File: src/rtl/n_bit_adder_pkg.sv
// n_bit_adder_pkg: shared default width for the adder slice
package n_bit_adder_pkg;
  localparam int ADDER_DEFAULT_W = 8;
endpackage

File: src/rtl/n_bit_adder_full_adder.sv
// full_adder: 1-bit full adder cell for the ripple chain
module full_adder (
  input  logic a,
  input  logic b,
  input  logic ci,
  output logic s,
  output logic co
);
  assign s  = a ^ b ^ ci;
  assign co = (a & b) | (ci & (a ^ b));
endmodule

File: src/rtl/n_bit_adder.sv
// n_bit_adder: registered N-bit ripple-carry adder, {carry,sum} = a + b + cin
module n_bit_adder
  import n_bit_adder_pkg::*;
#(
  parameter int N = ADDER_DEFAULT_W
) (
  input  logic         clk,
  input  logic         rst,
  input  logic [N-1:0] a,
  input  logic [N-1:0] b,
  input  logic         cin,
  output logic [N-1:0] sum,
  output logic         carry
);
  logic [N:0]   c;
  logic [N-1:0] s;
  assign c[0] = cin;
  for (genvar i = 0; i < N; i++) begin : g_fa
    full_adder u_fa (.a(a[i]), .b(b[i]), .ci(c[i]), .s(s[i]), .co(c[i+1]));
  end
  always_ff @(posedge clk)
    if (rst) {carry, sum} <= '0;
    else     {carry, sum} <= {c[N], s};
endmodule

File: config.mk
export PLATFORM = sky130hd
export DESIGN_NAME = n_bit_adder
export DESIGN_NICKNAME = d
export VERILOG_FILES = /design/src/rtl/n_bit_adder_pkg.sv /design/src/rtl/n_bit_adder_full_adder.sv /design/src/rtl/n_bit_adder.sv
export SDC_FILE = /design/constraint.sdc
export NUM_CORES = 1
export LEC_CHECK = 0
export ABC_AREA = 1
export CAP_MARGIN = 20
export CELL_PAD_IN_SITES_DETAIL_PLACEMENT = 2
export CELL_PAD_IN_SITES_GLOBAL_PLACEMENT = 2
export CORE_MARGIN = 3
export CORE_UTILIZATION = 19
export CTS_BUF_LIST = sky130_fd_sc_hd__clkbuf_16
export CTS_CLUSTER_DIAMETER = 200
export DETAILED_ROUTE_END_ITERATION = 8
export HOLD_SLACK_MARGIN = 0.02
export PLACE_DENSITY = 0.85
export SYNTH_ARGS = -nofsm -noshare
export SYNTH_HDL_FRONTEND = slang
export SYNTH_SLANG_ARGS = --single-unit
File: constraint.sdc
create_clock -name clk -period 5.8 [get_ports clk]
set_clock_uncertainty 0.1 [all_clocks]
set_input_delay 1.74 -clock clk [delete_from_list [all_inputs] [get_ports clk]]
set_output_delay 1.74 -clock clk [all_outputs]
set_load 0.01 [all_outputs]
==> results.txt, run 1 <==
The number of instances in the synthesized netlist came out at 40. The TritonCTS clock tree is built. The critical path is of the primary input to flip-flop type.

The number of clock sinks seen by CTS is 9. The wire-length estimate of the detail-placed layout is 969.8 um. The sequential share of power came out at 0.297.

The initial antenna violation count is 0. The worst hold path cell count is 4. Setup violations remaining at the end of the flow were counted as 0. The async set or reset register ratio after synthesis came out at 0. Data on the critical path arrives at its endpoint at 5.34 ns. The required time of the critical path came out at 5.86 ns. The number of slew-limit violations in the final report is 0. Among all flip-flop cells after synthesis, the most frequent one is dfxtp_1. Setup repair after global routing left no endpoint under its margin.

The run finished with clean final reports. The horizontal extent of the die is 53.80 um. Using the TritonRoute via totals, the vias-per-cell ratio works out to 3.629. After clock tree synthesis, the flow added hold-fix buffers numbering 0.

The hold-critical path endpoint is sum[0]$_SDFF_PP0_. Headroom to the max-slew limit came out at 0.7859. The total power is 0.2418 mW.

The number of buffers inserted during clock tree synthesis is 3. In this run the worst path has a maximum fanout of 1. The proportion of netlist area held by the largest area contributor is 0.4150.

The clock share of power is 0.481. The cell sitting at the root of the clock tree is a clkbuf_16. The count of flip-flops with a built-in enable after synthesis is 0. The worst-case IR drop observed on VDD is 0.0001512 V. The power spent charging and discharging nets came out at 0.05049 mW.

The static leakage came out at 0.3660 nW. The fraction of final layout cells with drive strength greater than 1 came out at 0.04286. The total wirelength of the detailed-routed design came out at 1.121 mm.

Cell internal power was estimated by the tool at 0.1913 mW. The residual DRC count came out at 0. The number of buffers added for setup after CTS is 0. The final critical path time including I/O delays and setup is 5.283 ns. The floorplan has 16 rows. The number of port buffers came out at 27. The worst-case setup slack after placement is 0.2307 ns. The average cell area after synthesis came out at 10.85 um^2. The number of H-tree branching levels came out at 1.

In the post-synthesis netlist, the biggest area contributors are dfxtp_1, fa_1, inv_1, nor2_1, buf_6. The area inside the core boundary came out at 2062 um^2. The via count of the first global-routing pass is 433. The total via count in the routed design came out at 352.

The final routed wire length divided by cell count came out at 11.56 um. The post-route setup TNS came out at 0 ns. The area growth from synthesis to layout came out at 85.59%. Summed over all layers, the global routing overflow is 0.

STA classifies the critical path startpoint as a primary input. The commonest cells after synthesis are inv_1, dfxtp_1, nor2_1. The cell type with the highest aggregate area in the netlist is dfxtp_1. The starting utilization of the core area came out at 0.2106. In the finished design, the share of the clock period the worst path needs comes to 0.9108.

For the pin with the worst max-slew slack, the measured transition is 0.3201 ns. The final hold violation count is 0. The net count of the finished layout is 98. The detailed-router iteration count before antenna repair came out at 2. After clock tree synthesis, the repair step resized 0 gates. The clock-pin slew of the registers on the worst-case setup and hold paths is 0.04 ns. The number of nets in the synthesized netlist came out at 67. Fill cells in the final layout number 222. The fraction of power spent switching nets came out at 0.2089. The share of total power dissipated in combinational logic is 0.222. The highest clock rate came out at 0.1893 GHz.

The post-layout worst setup margin came out at 0.5175 ns. The share of the Yosys chip area taken by registers is 0.4150. The overall die area came out at 2894 um^2.

Across the whole layout, storage elements account for 180.2 um^2. The first global-routing pass estimated 1.966 mm of wire. Among all cell types in the netlist, the one instantiated most often is inv_1. The worst setup path is captured at a flip-flop.

The mapped cell area is 434.2 um^2. The count of state elements after synthesis is 9. The clock passes through at most 2 buffers.

The count of cell types in the netlist came out at 5. The floorplan step set the die height to 53.80 um. The multi-input combinational cell area came out at 193.9 um^2. The DRC marker count from the first detailed-route iteration is 2. The total power density per cell area is 300.0 nW/um^2. During synthesis, Yosys emitted a total of 0 warnings. The min-delay analysis places its worst path in the category primary input to flip-flop. The last weighted congestion value of the routability-driven placer is 0.6262. Across the run, the number of max-cap violations was 0.

The number of diodes came out at 0. In this run the most critical hold path is launched from cin. The total I/O pin count is 28.

The total global routing track utilization is 0.09977. The pin count of the biggest net entering global routing is 10. The final antenna-violating net count is 0.
==> area by class of cell <==
type / count / area share
clock buffers: 3 / 0.09317
repair buffers: 27 / 0.3354
multi-input cells: 17 / 0.2407
clock inverters: 1 / 0.004658
well taps: 27 / 0.04193
inverters: 13 / 0.06056
flip-flops and latches: 9 / 0.2236
==> per-layer routing <==
layer,track usage,share of wire,vias to the layer above,routed length (um)
li1,-,-,165,-
met1,0.1077,0.36,162,405
met2,0.1734,0.53,21,594
met3,0.01385,0.083,4,93
met4,0.07660,0.025,0,28
met5,0,0,-,0
==> power groups by stage <==
| stage | Clock [mW] | Sequential [mW] | Combinational, mW |
|---|---|---|---|
| 2_1_floorplan | 0 | 0.0768 | 0.0163 |
| 3_3_place_gp | 0 | 0.0726 | 0.0520 |
| 3_5_place_dp | 0 | 0.0730 | 0.0544 |
| 4_1_cts | 0.118 | 0.0722 | 0.0553 |
| 5_1_grt | 0.123 | 0.0730 | 0.0616 |
| 6_report | 0.116 | 0.0719 | 0.0536 |
==> worst max-delay path by stage <==
stage	from	end	slack [ns]
floorplan	a[0]	sum[7]$_SDFF_PP0_	0.84
global placement	a[0]	sum[7]$_SDFF_PP0_	0.33
detailed placement	a[0]	sum[7]$_SDFF_PP0_	0.23
CTS	a[0]	sum[7]$_SDFF_PP0_	0.47
global route	a[0]	sum[7]$_SDFF_PP0_	0.29
finish	a[0]	sum[7]$_SDFF_PP0_	0.52
==> stage by stage <==
stage	hold slack (ns)	util	area, um^2	cells
6_report	2.128	0.3908	805.8	97
5_1_grt	2.146	0.3908	805.8	97
4_1_cts	2.130	0.3908	805.8	97
3_5_place_dp	2.362	0.3525	726.9	93
3_3_place_gp	2.335	0.3525	726.9	93
2_1_floorplan	1.821	-	434.2	40
==> state kept, by name, summed over array words and instances (netlist names) <==
signal and cells:
carry 1, sum 8
==> cell usage in the layout (no fill, tap or decap) <==
master and n:
fa_1 8, inv_1 14, clkdlybuf4s50_1 27, clkbuf_16 3
dfxtp_1 9, nor2_1 9
==> cell families (layout without fill, tap and decap cells) <==
family / Yosys count / in the layout / synth area share
buffers and inverters: 14 / 44 / 0.1383
AND/OR/NAND/NOR: 9 / 9 / 0.07780
adder cells (fa/ha/maj): 8 / 8 / 0.3689
flip-flops: 9 / 9 / 0.4150
==> worst max-delay path, cell delays in order <==
cell	delay, ns
clkdlybuf4s50_1	0.41
inv_1	0.08
fa_1	0.16
inv_1	0.05
fa_1	0.37
fa_1	0.39
fa_1	0.40
fa_1	0.39
fa_1	0.39
fa_1	0.38
inv_1	0.08
fa_1	0.41
nor2_1	0.10
Note: power is estimated with default switching activity, not from simulation.
==> inputs of run 2 (changes only) <==
--- a/config.mk
+++ b/config.mk
@@ -13,6 +13,7 @@
 export CORE_UTILIZATION = 19
 export CTS_BUF_LIST = sky130_fd_sc_hd__clkbuf_16
 export CTS_CLUSTER_DIAMETER = 200
+export CTS_CLUSTER_SIZE = 40
 export DETAILED_ROUTE_END_ITERATION = 8
 export HOLD_SLACK_MARGIN = 0.02
 export PLACE_DENSITY = 0.85
==> results of run 2 <==
Same layout as run 1: the final DEF is identical, and so are final timing and power.
